<file path="src/rtl/multicycle_controller.sv">
// Multicycle ARM control FSM: decodes the IR, sequences the datapath, owns NZCV and condition gating.
// Latency: one state per cycle, no wait states (CPI DP=4, LDR=5, STR=4, B=3, Op=11 NOP=2); no backpressure.
// Optional feature macro COND_EXEC_EN: when defined, Cond is evaluated against NZCV; otherwise every instruction executes.
module multicycle_controller #(
    parameter int STATE_W = 4
) (
    input  logic         clk,
    input  logic         reset,
    input  logic [31:12] Instr,
    input  logic [3:0]   ALUFlags,
    output logic         PCWrite,
    output logic         AdrSrc,
    output logic         MemWrite,
    output logic         IRWrite,
    output logic         RegWrite,
    output logic [1:0]   RegSrc,
    output logic [1:0]   ImmSrc,
    output logic [1:0]   ALUSrcA,
    output logic [1:0]   ALUSrcB,
    output logic [1:0]   ResultSrc,
    output logic [1:0]   ALUControl
);

    typedef enum logic [STATE_W-1:0] {
        S_FETCH  = 0,
        S_DECODE = 1,
        S_MEMADR = 2,
        S_MEMRD  = 3,
        S_MEMWB  = 4,
        S_MEMWR  = 5,
        S_EXECR  = 6,
        S_EXECI  = 7,
        S_ALUWB  = 8,
        S_BRANCH = 9,
        S_SPARE  = 10
    } state_t;

    state_t      state_q, state_d;
    logic [3:0]  flags_q, flags_d;
    logic        condex_q, condex_d;

    logic [3:0]  cond;
    logic [1:0]  op;
    logic [5:0]  funct;
    logic [3:0]  rd;
    logic        unused_rn;

    assign cond      = Instr[31:28];
    assign op        = Instr[27:26];
    assign funct     = Instr[25:20];
    assign rd        = Instr[15:12];
    assign unused_rn = ^Instr[19:16];

    // ALU command decode; only EXECR/EXECI drive ALUControl from it
    logic [1:0]  alu_op;
    logic        alu_known;
    logic        alu_arith;
    logic        is_cmp;
    logic [1:0]  flag_w;

    always_comb begin
        alu_op    = 2'b00;
        alu_known = 1'b1;
        alu_arith = 1'b0;
        case (funct[4:1])
            4'b0100: begin alu_op = 2'b00; alu_arith = 1'b1; end
            4'b0010: begin alu_op = 2'b01; alu_arith = 1'b1; end
            4'b0000: alu_op = 2'b10;
            4'b1100: alu_op = 2'b11;
            4'b1010: begin alu_op = 2'b01; alu_arith = 1'b1; end
            default: alu_known = 1'b0;
        endcase
    end

    // NoWrite must stay asserted through ALUWB, so it is not tied to the EXEC states
    assign is_cmp = (op == 2'b00) && (funct[4:1] == 4'b1010);

    always_comb begin
        flag_w = 2'b00;
        if (is_cmp) begin
            flag_w = 2'b11;
        end else if (alu_known && funct[0]) begin
            flag_w = {1'b1, alu_arith};
        end
    end

    logic cond_ex;
`ifdef COND_EXEC_EN
    logic fn, fz, fc, fv;
    assign {fn, fz, fc, fv} = flags_q;
    always_comb begin
        cond_ex = 1'b1;
        case (cond)
            4'b0000: cond_ex = fz;
            4'b0001: cond_ex = ~fz;
            4'b0010: cond_ex = fc;
            4'b0011: cond_ex = ~fc;
            4'b0100: cond_ex = fn;
            4'b0101: cond_ex = ~fn;
            4'b0110: cond_ex = fv;
            4'b0111: cond_ex = ~fv;
            4'b1000: cond_ex = fc & ~fz;
            4'b1001: cond_ex = ~fc | fz;
            4'b1010: cond_ex = (fn == fv);
            4'b1011: cond_ex = (fn != fv);
            4'b1100: cond_ex = ~fz & (fn == fv);
            4'b1101: cond_ex = fz | (fn != fv);
            default: cond_ex = 1'b1;
        endcase
    end
`else
    logic unused_cond;
    assign unused_cond = ^cond;
    assign cond_ex     = 1'b1;
`endif

    always_comb begin
        state_d = S_FETCH;
        case (state_q)
            S_FETCH:  state_d = S_DECODE;
            S_DECODE: begin
                case (op)
                    2'b00:   state_d = funct[5] ? S_EXECI : S_EXECR;
                    2'b01:   state_d = S_MEMADR;
                    2'b10:   state_d = S_BRANCH;
                    default: state_d = S_FETCH;
                endcase
            end
            S_MEMADR: state_d = funct[0] ? S_MEMRD : S_MEMWR;
            S_MEMRD:  state_d = S_MEMWB;
            S_EXECR:  state_d = S_ALUWB;
            S_EXECI:  state_d = S_ALUWB;
            default:  state_d = S_FETCH;
        endcase
    end

    always_comb begin
        flags_d = flags_q;
        if (((state_q == S_EXECR) || (state_q == S_EXECI)) && condex_q) begin
            if (flag_w[1]) flags_d[3:2] = ALUFlags[3:2];
            if (flag_w[0]) flags_d[1:0] = ALUFlags[1:0];
        end
    end

    assign condex_d = (state_q == S_DECODE) ? cond_ex : condex_q;

    always_ff @(posedge clk or negedge reset) begin
        if (!reset) begin
            state_q  <= S_FETCH;
            flags_q  <= 4'b0000;
            condex_q <= 1'b0;
        end else begin
            state_q  <= state_d;
            flags_q  <= flags_d;
            condex_q <= condex_d;
        end
    end

    logic reg_w, mem_w, branch;

    always_comb begin
        reg_w      = 1'b0;
        mem_w      = 1'b0;
        branch     = 1'b0;
        IRWrite    = 1'b0;
        AdrSrc     = 1'b0;
        ALUSrcA    = 2'b00;
        ALUSrcB    = 2'b00;
        ResultSrc  = 2'b00;
        ALUControl = 2'b00;
        case (state_q)
            S_FETCH: begin
                IRWrite   = 1'b1;
                ALUSrcA   = 2'b01;
                ALUSrcB   = 2'b10;
                ResultSrc = 2'b10;
            end
            S_DECODE: begin
                ALUSrcA   = 2'b01;
                ALUSrcB   = 2'b10;
                ResultSrc = 2'b10;
            end
            S_MEMADR: ALUSrcB = 2'b01;
            S_MEMRD:  AdrSrc  = 1'b1;
            S_MEMWB: begin
                ResultSrc = 2'b01;
                reg_w     = 1'b1;
            end
            S_MEMWR: begin
                AdrSrc = 1'b1;
                mem_w  = 1'b1;
            end
            S_EXECR:  ALUControl = alu_op;
            S_EXECI: begin
                ALUSrcB    = 2'b01;
                ALUControl = alu_op;
            end
            S_ALUWB:  reg_w = 1'b1;
            S_BRANCH: begin
                ALUSrcA   = 2'b10;
                ALUSrcB   = 2'b01;
                ResultSrc = 2'b10;
                branch    = 1'b1;
            end
            default: ;
        endcase
    end

    // Every architectural write is gated by the condition latched in DECODE
    assign RegWrite = reg_w & condex_q & ~is_cmp;
    assign MemWrite = mem_w & condex_q;
    assign PCWrite  = (state_q == S_FETCH) | (branch & condex_q) | (RegWrite & (rd == 4'd15));
    assign RegSrc   = {(op == 2'b01), (state_q == S_BRANCH)};
    assign ImmSrc   = op;

endmodule

</file>
<file path="config.mk">
export PLATFORM = sky130hd
export DESIGN_NAME = multicycle_controller
export DESIGN_NICKNAME = d
export VERILOG_FILES = /design/src/rtl/multicycle_controller.sv
export SDC_FILE = /design/constraint.sdc
export NUM_CORES = 1
export LEC_CHECK = 0
export BUFFER_PORTS_ARGS = -buffer_cell sky130_fd_sc_hd__clkbuf_2
export CORE_UTILIZATION = 35
export CTS_BUF_LIST = sky130_fd_sc_hd__clkbuf_2 sky130_fd_sc_hd__clkbuf_4 sky130_fd_sc_hd__clkbuf_8
export DETAILED_ROUTE_END_ITERATION = 10
export GPL_TIMING_DRIVEN = 0
export PLACE_DENSITY = 0.76
export SYNTH_ARGS = -nofsm -noshare
export SYNTH_HDL_FRONTEND = slang
export SYNTH_SLANG_ARGS = --single-unit
</file>
<file path="constraint.sdc">
create_clock -name clk -period 2.2 [get_ports clk]
set_input_delay 0.11 -clock clk [delete_from_list [all_inputs] [get_ports clk]]
set_output_delay 0.11 -clock clk [all_outputs]
set_load 0.05 [all_outputs]
</file>
Word level (Yosys, flattened, before mapping)
Index checks and enable logic that the tools add are counted.
- equality and inequality tests: 15
- multiplexer cells: 14
- bitwise logic cells: 8
- reductions and logical operators: 11
- operator list (kind ; count):
    equality test 4 bit, second input constant ; 5
    one-hot mux 4 bit (5 select lines) ; 1
    equality test 4 x 3 -> 1 bit, second input constant ; 4
    equality test 4 x 2 -> 1 bit, second input constant ; 3
    one-hot mux 2 bit (2 select lines) ; 3
    one-hot mux 4 bit (3 select lines) ; 1
    OR reduction 2 bit ; 5
    zero test 4 bit ; 2
    2-to-1 mux 1 bit ; 6
    one-hot mux 2 bit (3 select lines) ; 1
    OR reduction 3 bit ; 2
    AND 1 bit ; 5
    equality test 4 x 1 -> 1 bit, second input constant ; 1
    2-to-1 mux 3 bit ; 1
    equality test 2 x 1 -> 1 bit, second input constant ; 1
    equality test 2 bit, second input constant ; 1
    zero test 2 bit ; 1
    2-to-1 mux 2 bit ; 1
    bitwise OR 1 bit ; 2
    logical AND 1 bit ; 1
    inverter 1 bit ; 1
- flip-flop bits (word level): 5
- input bits: 26
- output and inout bits: 17

Depth between registers and ports, before layout
Gate-level depths: netlist of run 1.
- depth in word-level cells: 7
- depth in mapped cells: 4

Worst setup path after synthesis of run 1
OpenSTA, ideal clock, no wires.
- path type: flip-flop to output port
- start: register state_q[3]
- end: output port ALUControl[1]
- arrival time: 2.184 ns
- data required time: 2.090 ns
- setup slack: -0.094 ns
- cell stages (with the launch flop): 4
- buffers on the path: 0
- path through: dfrtp_1 > and2b_1 > nand2_1 > nor4_1
- longest elaborated chain between the ends: 3
- elaborated cells on any way between the ends: 4
- ends and longest elaborated chain (item ; line ; source):
    from (decl) ; 38 ; state_t state_q, state_d;
    from (signal assigned) ; 153 ; state_q <= state_d;
    equality test 4 x 3 -> 1 bit ; 171 ; case (state_q)
    OR reduction 2 bit (no source line) * ; - ;
    2-to-1 mux 2 bit * ; 171 ;
    to (decl) ; 21 ; output logic [1:0] ALUControl
Mark *: on every way between the ends. The rest lies on a longest branch, timed or not.

Worst setup path in the final report of run 1
- start: register state_q[0]
- end: output port PCWrite
- longest elaborated chain between the ends: 7
- elaborated cells on any way between the ends: 13
- ends and longest elaborated chain (item ; line ; source):
    equality test 4 bit or equality test 4 x 3 -> 1 bit (tied branches) ; 171 ;
    OR reduction 2 bit (no source line) ; - ;
    2-to-1 mux 1 bit ; 171 ;
    AND 1 bit (2 in a row) ; 210 ; assign RegWrite = reg_w & condex_q & ~is_cmp;
    AND 1 bit ; 212 ; assign PCWrite = (state_q == S_FETCH) | (branch & condex_q) | (RegWrite & (rd == 4'd15));
    bitwise OR 1 bit * ; 212 ;
    to (decl) ; 11 ; output logic PCWrite,
Marked as above.

==> run_results.csv, run 1 <==
group,metric,value,unit
synth,syn_area,478,um^2
power,clkPwrFrac,10.0,%
global_route,antenna_found_initial,0,
routing,wl,1200,um
floorplanning,initial_utilization,40.3,%
worst_setup_path,cpPeakStageDelay,0.35,ns
layout,num_antenna_cells,0,
routing,drt_iter0_markers,25,
routing,avgViaCountPerCell,5.04,
routing,dr.pass1.iters,4,
worst_setup_path,crit_chain,"buf_2, nor2_1, nand3_1, o31ai_1, clkbuf_2",
timing,maxSlewHeadroom,81.3,%
timing,tightest_slew,0.282,ns
synth,synthTopCellsByCount,"nor2_1 (7), buf_4 (5), dfrtp_1 (5)",
power,intPower,0.460,mW
worst_setup_path,cp.arrival,1.57,ns
power,p_leak,0.376,nW
floorplanning,std_cell_rows,12,
cts,insertion_delay,0.24,ns
timing,hold_viol,0,
timing,timing.setup.tns,0,ns
global_route,grt_pass1_vias,474,
synth,yosys-top-cells-area,"dfrtp_1 (26%), buf_4 (7.9%), nor2_1 (5.5%)",
place,port_buffers,30,
worst_setup_path,path_buf_inv,2,
timing,skew,0.00205,ns
power,p_seq_share,12.0,%
routing,vias,554,
power,swShare,61.8,%
global_route,grt_pass1_wl,1900,um
floorplanning,die-area,1520,um^2
timing,setup_viol,0,
flow_run,drv_cap,0,
synth,synth_top_area_share,26.2,%
global_route,grtUsageTotal,18.7,%
place,pre_cts_ws,0.755,ns
layout,layout.nets,123,
routing,postRouteAntennaNets,0,
min_path,min_path_type,"in -> reg",
power,pwr-share-comb,78.0,%
timing,rsz0062_at_grt,"false",
timing,finalCritPeriodShare,76.5,%
synth,synth.most_common_cell,"nor2_1",
floorplanning,ioPinCount,43,
cts,clk_pin_slew,0.05,ns
synth,synthArstFlopShare,100,%
worst_setup_path,crit_type,"reg -> out",
cts,cts-buffers-inserted,3,
outcome,outcome,"complete, no violations",
layout,area_growth,46.1,%
power,power.density,1720,nW/um^2
timing,final_max_slew_viol_count,0,
timing,fin_crit,1.68,ns
layout,drive_gt1_share,45.8,%
power,p_switching,0.743,mW
synth,ys_ff_latch,5,
cts,cts_tree,"done",
worst_setup_path,slowest_stage,"dfrtp_1",
place,gp_congestion,0.768,
cts,htreeDepth,1,
global_route,grt_max_degree,11,
power,peakVddDrop,0.577,mV
worst_setup_path,setup.worst_path.end_class,"output pin",
synth,yosysWarnings,0,
cts,cts_resized,0,
timing,max_freq,594,MHz
routing,remaining_drc_errors,0,
synth,avgSynthCellArea,7.84,um^2
worst_setup_path,crit_fanout,10,
worst_setup_path,required,2.09,ns
worst_setup_path,cp-start-kind,"register",
global_route,grt_overflow_total,0,
synth,synth_top_flop_cell,"dfrtp_1",
synth,synth_nets,87,
synth,yosysUniqueCellTypes,30,
synth,yosysTopAreaCell,"dfrtp_1",
synth,synth_edf_count,0,
cts,cts-root-buf,"clkbuf_4",
routing,wire_per_inst,10.9,um
place,dp_hpwl,966,um
floorplanning,die_h,39.0,um
floorplanning,die_w,39.0,um
worst_setup_path,r2r_slack,1.06,ns
cts,cts_buffer_depth,2,
cts,cts.sinks,5,
synth,synthCells,61,
worst_setup_path,critPathTopFamily,"buffers and inverters",
synth,ys_seq_area_share,26.2,%
floorplanning,core-area,1190,um^2
timing,fin_ws,0.516,ns
cts,post_cts_buffers,0,
timing,timing.hold.ws,0.183,ns
## worst register-to-register path, stage by stage (launching register included)
cell,delay (ns)
dfrtp_1,0.35
buf_2,0.17
and2b_1,0.23
a22oi_1,0.20
nor3_1,0.06
## cells by family (layout without fill, tap and decap cells)
group	after synthesis	after routing	share of synthesized area (%)
and+or+nand+nor	30	30	37.2
DFF	5	5	26.2
muxes	1	1	2.09
buffers and inverters	10	45	12.6
AOI/OAI and AO/OA	12	12	16.5
xor gates and xnor gates	3	3	5.50
## worst paths after layout
path                             from          to  cells past startpoint
setup / recovery           state_q[0]     PCWrite                      5
hold / removal              Instr[20]  state_q[2]                      3
setup reg to reg           state_q[0]  state_q[1]                      4
hold reg to reg              condex_q    condex_q                      1
max in group asynchronous       reset  state_q[1]                      2
min in group asynchronous       reset    condex_q                      2
## cell type report
type / instances / area [um^2]
Tap cell: 14 / 17.5
Fill cell: 120 / 488
Buffer: 8 / 52.6
Timing Repair Buffer: 31 / 160
Multi-Input combinational cell: 46 / 305
Inverter: 2 / 7.51
Clock buffer: 4 / 30.0
Sequential cell: 5 / 125
## sequential cells by signal (all words and copies together), names as in the netlist
name      cells
state_q       4
condex_q      1
## power by group through the flow
stage / Clock [mW] / Sequential (mW) / Combinational [mW]
2_1_floorplan: 0 / 0.139 / 0.759
3_3_place_gp: 0 / 0.142 / 0.927
3_5_place_dp: 0 / 0.145 / 0.940
4_1_cts: 0.121 / 0.144 / 0.942
5_1_grt: 0.129 / 0.149 / 1.01
6_report: 0.120 / 0.144 / 0.938
## repair_timing
action                                  in CTS  in global routing
hold endpoints to repair                     5                  0
hold buffers                                 1                  0
endpoints found under the setup margin       0                  0
## metrics by stage
stage	area (um^2)	cells	power, mW	utilization (%)
finish	698	110	1.20	58.9
global route	698	110	1.28	58.9
CTS	698	110	1.21	58.9
detailed placement	658	105	1.08	55.5
global placement	658	105	1.07	55.5
floorplan	490	61	0.899	-
## metal layers
layer	global-route usage, %	wire (um)
met5	0	0
met4	10.3	12
met3	3.47	81
met2	32.9	609
met1	20.7	499
## cell usage in the layout, fill, tap and decap left out, drive strengths merged, types with 2 or more instances in the layout
cell type,count
clkbuf,34
buf,8
nor2,7
dfrtp,5
nor3,3
a21boi,3
o21ai,3
and2b,2
and3b,2
nor4,2
inv,2
nand2b,2
nand2,2
nor2b,2
xor2,2
and3,2
Power figures use the tool's default switching activity.
==> inputs of run 2 (changes only) <==
clock period = 1.6 ns   (was 2.2 ns; I/O delays follow)
==> run 2 against run 1 <==
Die area did not move. Global-route usage shrank 1.3 points. Core utilization grew 5.5 points. Cell area grew 9.3%. Sequential power up 37%. Sequential cell count unchanged. Critical path depth did not move. Count of clock-buffer cells in the layout stayed put. First-iteration DRC count fell by 88%. Critical endpoint is now RegSrc[0].
==> run_results.csv, run 2 (synthesized netlist as in run 1, its figures left out) <==
group,metric,value,unit
place,dp_hpwl,958,um
worst_setup_path,crit_type,"reg -> out",
flow_run,drv_cap,0,
routing,postRouteAntennaNets,0,
power,p_switching,1.06,mW
cts,cts-root-buf,"clkbuf_4",
floorplanning,die_w,39.0,um
timing,tightest_slew,0.280,ns
floorplanning,die_h,39.0,um
worst_setup_path,crit_fanout,10,
routing,remaining_drc_errors,0,
power,swShare,59.1,%
worst_setup_path,r2r_slack,0.45,ns
worst_setup_path,required,1.52,ns
floorplanning,die-area,1520,um^2
floorplanning,ioPinCount,43,
power,peakVddDrop,1.21,mV
worst_setup_path,cp.arrival,1.47,ns
global_route,grt_pass1_wl,1770,um
timing,fin_crit,1.55,ns
worst_setup_path,worstReg2RegEnd,"state_q[1]",
routing,vias,529,
power,power,1.80,mW
timing,timing.hold.ws,0.158,ns
timing,final_max_slew_viol_count,0,
timing,hold_viol,0,
place,port_buffers,30,
place,gp_congestion,0.836,
cts,insertion_delay,0.23,ns
routing,dr.pass1.iters,2,
routing,drt-met1-wl,500,um
cts,post_cts_buffers,0,
cts,cts.sinks,5,
worst_setup_path,worstRegToRegCells,4,
timing,max_freq,647,MHz
cts,cts_tree,"done",
worst_setup_path,setup.worst_path.end_class,"output pin",
global_route,grt_pass1_vias,458,
power,clkPwrFrac,8.7,%
cts,clk_pin_slew,0.04,ns
power,intPower,0.735,mW
min_path,min_path_type,"in -> reg",
routing,wl_met2,645,um
layout,fillCellCount,108,
global_route,antenna_found_initial,0,
floorplanning,initial_utilization,40.3,%
layout,largest_register,"state_q",
routing,avgViaCountPerCell,4.81,
routing,dr_wl_met3,53,um
timing,setup_viol,0,
power,p_seq_share,11.0,%
routing,top_layer,"met3",
layout,num_antenna_cells,0,
routing,wire_per_inst,10.9,um
cts,cts_buffer_depth,2,
routing,drt_iter0_markers,3,
worst_setup_path,r2r_start,"state_q[0]",
layout,layout.nets,123,
worst_setup_path,cp-start-kind,"register",
layout,top_regs,"state_q: 4 flops, condex_q: 1 flops",
global_route,grt_max_degree,11,
layout,final_area,763,um^2
min_path,min_delay_worst_endpoint,"state_q[2]",
timing,finalCritPeriodShare,96.6,%
power,p_leak,0.390,nW
min_path,min-delay-start,"Instr[20]",
place,placedCellCount,105,
floorplanning,core-area,1190,um^2
layout,largest_reg_flops,4,
global_route,grt_overflow_total,0,
timing,rsz0062_at_grt,"false",
layout,most-common-layout-cells,"clkbuf_2 (23), buf_4 (10), nor2_1 (6)",
layout,drive_gt1_share,54.2,%
timing,skew,0.00108,ns
outcome,outcome,"complete, no violations",
place,place_area,687,um^2
power,power.density,2360,nW/um^2
cts,htreeDepth,1,
global_route,grtUsageTotal,17.4,%
layout,layout.cells.most_common,"clkbuf_2",
floorplanning,std_cell_rows,12,
routing,wl,1200,um
layout,area_growth,59.7,%
worst_setup_path,cp-startpoint,"state_q[0]",
power,pwr-share-comb,80.4,%
layout,post-route-util,64.3,%
min_path,min_delay_path_depth,3,
layout,finalNonFillerCells,110,
cts,cts-buffers-inserted,3,
timing,maxSlewHeadroom,81.4,%
[run 2: cell types whose count changed in the layout (fill, tap and decap cells not counted), sizes merged]
cell	delta
buf	+6
clkbuf	-6
[run 2: layer usage]
metal | track usage, % | up-vias
met2 | 31.7 | 17
met1 | 18.0 | 232
met5 | 0 | -
met4 | 10.3 | 0
met3 | 3.47 | 0
li1 | - | 280
[run 2: what timing repair did]
item                       4_1_cts  5_1_grt
gates resized for setup          8       14
hold buffers                     1        0
setup endpoints to repair        4        8
hold endpoints to repair         5        0
pin swaps                        0        1
[run 2: worst max-delay path by stage]
| stage | cells past startpoint | endpoint |
|---|---|---|
| global placement | 5 | PCWrite |
| global route | 5 | RegSrc[0] |
| CTS | 5 | RegSrc[0] |
| detailed placement | 5 | PCWrite |
| floorplan | 3 | ALUControl[1] |
| finish | 5 | RegSrc[0] |
[run 2: metrics by stage]
stage	TNS [ns]	setup WS, ns
2_1_floorplan	-0.228	-0.113
3_3_place_gp	0	0.159
3_5_place_dp	0	0.156
4_1_cts	0	0.0153
5_1_grt	0	0.00943
6_report	0	0.0543
[run 2: worst max-delay path: stages, from the launching register on]
cell	delay, ns
dfrtp_1	0.35
buf_4	0.16
and2b_2	0.24
and3b_1	0.18
buf_4	0.12
buf_4	0.18
[run 2: area by class of cell]
| cell class | instances | area [um^2] | area share (%) |
|---|---|---|---|
| Multi-Input combinational cell | 46 | 345 | 45.2 |
| Timing Repair Buffer | 31 | 180 | 23.6 |
| Sequential cell | 5 | 125 | 16.4 |
| Buffer | 8 | 57.6 | 7.54 |
| Clock buffer | 4 | 30.0 | 3.93 |
| Tap cell | 14 | 17.5 | 2.30 |
| Inverter | 2 | 7.51 | 0.984 |
[run 2: power by group through the flow]
stage / combinational (mW) / clock, mW / sequential, mW
4_1_cts: 1.41 / 0.164 / 0.195
3_3_place_gp: 1.33 / 0 / 0.196
5_1_grt: 1.54 / 0.168 / 0.200
6_report: 1.45 / 0.156 / 0.197
3_5_place_dp: 1.35 / 0 / 0.197
2_1_floorplan: 1.10 / 0 / 0.192
==> inputs of run 3 (changes only) <==
CELL_PAD_IN_SITES_DETAIL_PLACEMENT = 1   (was unset)
CELL_PAD_IN_SITES_GLOBAL_PLACEMENT = 2   (was unset)
CORE_ASPECT_RATIO = 0.6   (was unset)
CORE_UTILIZATION = 18   (was 35)
PLACE_DENSITY = unset   (was 0.76)
PLACE_DENSITY_LB_ADDON = 0.1   (was unset)
==> run 3 against run 2 <==
Hold slack improved by 0.0033 ns. Clock power rose by 63%. Critical path type unchanged. Sequential power is 3% higher. Wire length rose by 32%. Critical path depth decreased by 1. Cell area grew 11%.
==> run_results.csv, run 3 (synthesized netlist as in run 1, its figures left out) <==
group,metric,value,unit
power,clkPwrFrac,12.8,%
routing,vias,575,
timing,hold_viol,0,
cts,cts-buffers-inserted,3,
routing,drt_iter0_markers,11,
power,swShare,56.7,%
power,peakVddDrop,0.544,mV
timing,tightest_slew,0.283,ns
floorplanning,std_cell_rows,14,
routing,remaining_drc_errors,0,
global_route,antenna_found_initial,0,
routing,wl,1590,um
routing,avgViaCountPerCell,4.42,
place,port_buffers,30,
floorplanning,die_w,68.5,um
cts,cts.sinks,5,
power,p_seq_share,10.1,%
layout,most-common-layout-cells,"clkbuf_2 (25), buf_4 (8), nor2_1 (6)",
worst_setup_path,setup.worst_path.end_class,"output pin",
worst_setup_path,r2r_slack,0.48,ns
layout,post-route-util,34.0,%
outcome,outcome,"complete, no violations",
worst_setup_path,cp-start-kind,"register",
power,p_leak,0.416,nW
power,pwr-share-comb,77.1,%
layout,layout.nets,125,
flow_run,drv_cap,0,
layout,area_growth,78.0,%
layout,multi_input_area,360,um^2
global_route,grt_max_degree,11,
layout,layout.cells.most_common,"clkbuf_2",
power,p_switching,1.13,mW
timing,max_freq,656,MHz
worst_setup_path,crit_chain,"buf_2, nor3_2, buf_4, clkbuf_2",
global_route,grtUsageTotal,12.8,%
layout,drive_gt1_share,56.1,%
floorplanning,core-area,2500,um^2
timing,skew,0.00170,ns
layout,regArea,125,um^2
layout,largest_reg_flops,4,
worst_setup_path,crit_fanout,10,
place,dp_hpwl,1210,um
cts,clk_pin_slew,0.04,ns
layout,top_regs,"state_q: 4 flops, condex_q: 1 flops",
worst_setup_path,slowest_stage,"dfrtp_1",
cts,cts_tree,"done",
timing,rsz0062_at_grt,"true",
worst_setup_path,crit_type,"reg -> out",
place,gp_congestion,0.661,
global_route,grt_pass1_wl,2610,um
global_route,grt_pass1_vias,533,
worst_setup_path,cpPeakStageDelay,0.41,ns
routing,dr.pass1.iters,4,
power,intPower,0.862,mW
cts,cts-root-buf,"clkbuf_8",
layout,fillCellCount,308,
routing,wire_per_inst,12.2,um
timing,timing.hold.ws,0.162,ns
floorplanning,ioPinCount,43,
power,power.density,2340,nW/um^2
floorplanning,die_h,41.9,um
cts,cts_buffer_depth,2,
cts,htreeDepth,1,
layout,num_antenna_cells,0,
timing,finalCritPeriodShare,95.3,%
layout,largest_register,"state_q",
routing,postRouteAntennaNets,0,
cts,insertion_delay,0.22,ns
timing,setup_viol,0,
worst_setup_path,cp.arrival,1.44,ns
global_route,grt_overflow_total,0,
timing,final_max_slew_viol_count,0,
power,power,1.99,mW
min_path,min_path_type,"in -> reg",
floorplanning,initial_utilization,19.1,%
floorplanning,die-area,2870,um^2
timing,maxSlewHeadroom,81.2,%
worst_setup_path,required,1.52,ns
timing,fin_crit,1.52,ns
## run 3: per-stage QoR
step                worst slack, ns  std cells  cell area (um^2)  setup TNS, ns
floorplan                    -0.113         61               519         -0.228
global placement              0.113        123               709              0
detailed placement            0.113        123               709              0
CTS                        0.000302        129               817              0
global route              -0.000723        130               851      -0.000723
finish                       0.0758        130               851              0
## run 3: repair_timing
item                                    CTS  global route
hold endpoints to repair                  5             0
gates resized for setup                  13            10
hold buffers                              1             0
setup buffers                             1             1
endpoints found under the setup margin    4             6
pin swaps                                 1             2
## run 3: path summary, 6_finish.rpt
kind                             from         end  cells after the start
max in group asynchronous       reset  state_q[0]                      2
min reg2reg                  condex_q    condex_q                      1
min in group asynchronous       reset  state_q[1]                      2
min                         Instr[20]  state_q[2]                      3
max                        state_q[2]  ALUSrcB[1]                      4
max reg2reg                state_q[0]  state_q[1]                      4
## run 3: layout make-up
| cell class | instances | share of cell area, % |
|---|---|---|
| inverter | 2 | 0.882 |
| tap | 32 | 4.71 |
| buffer | 8 | 7.21 |
| multi-input combinational | 46 | 42.4 |
| clock buffer | 4 | 5.74 |
| sequential | 5 | 14.7 |
| timing repair buffer | 33 | 24.4 |
## run 3: routing by layer
| layer | track usage (%) | part of all wire [%] | up-vias |
|---|---|---|---|
| li1 | - | - | 284 |
| met1 | 17.9 | 51 | 273 |
| met2 | 17.3 | 41 | 13 |
| met3 | 4.40 | 5.4 | 5 |
| met4 | 6.25 | 1.8 | 0 |
| met5 | 0 | 0 | - |
## run 3: power by group through the flow
stage	clock network (mW)	registers, mW	logic [mW]
final	0.255	0.202	1.53
after global routing	0.280	0.209	1.64
after CTS	0.265	0.198	1.47
after detailed placement	0	0.199	1.37
after global placement	0	0.200	1.38
after floorplan	0	0.192	1.10
## run 3: worst max-delay path: cells and delay by family (launching register included)
| family | cells | cell delay (ns) |
|---|---|---|
| buffers and inverters | 3 | 0.60 |
| AND/OR/NAND/NOR | 1 | 0.21 |
| flip-flops | 1 | 0.41 |
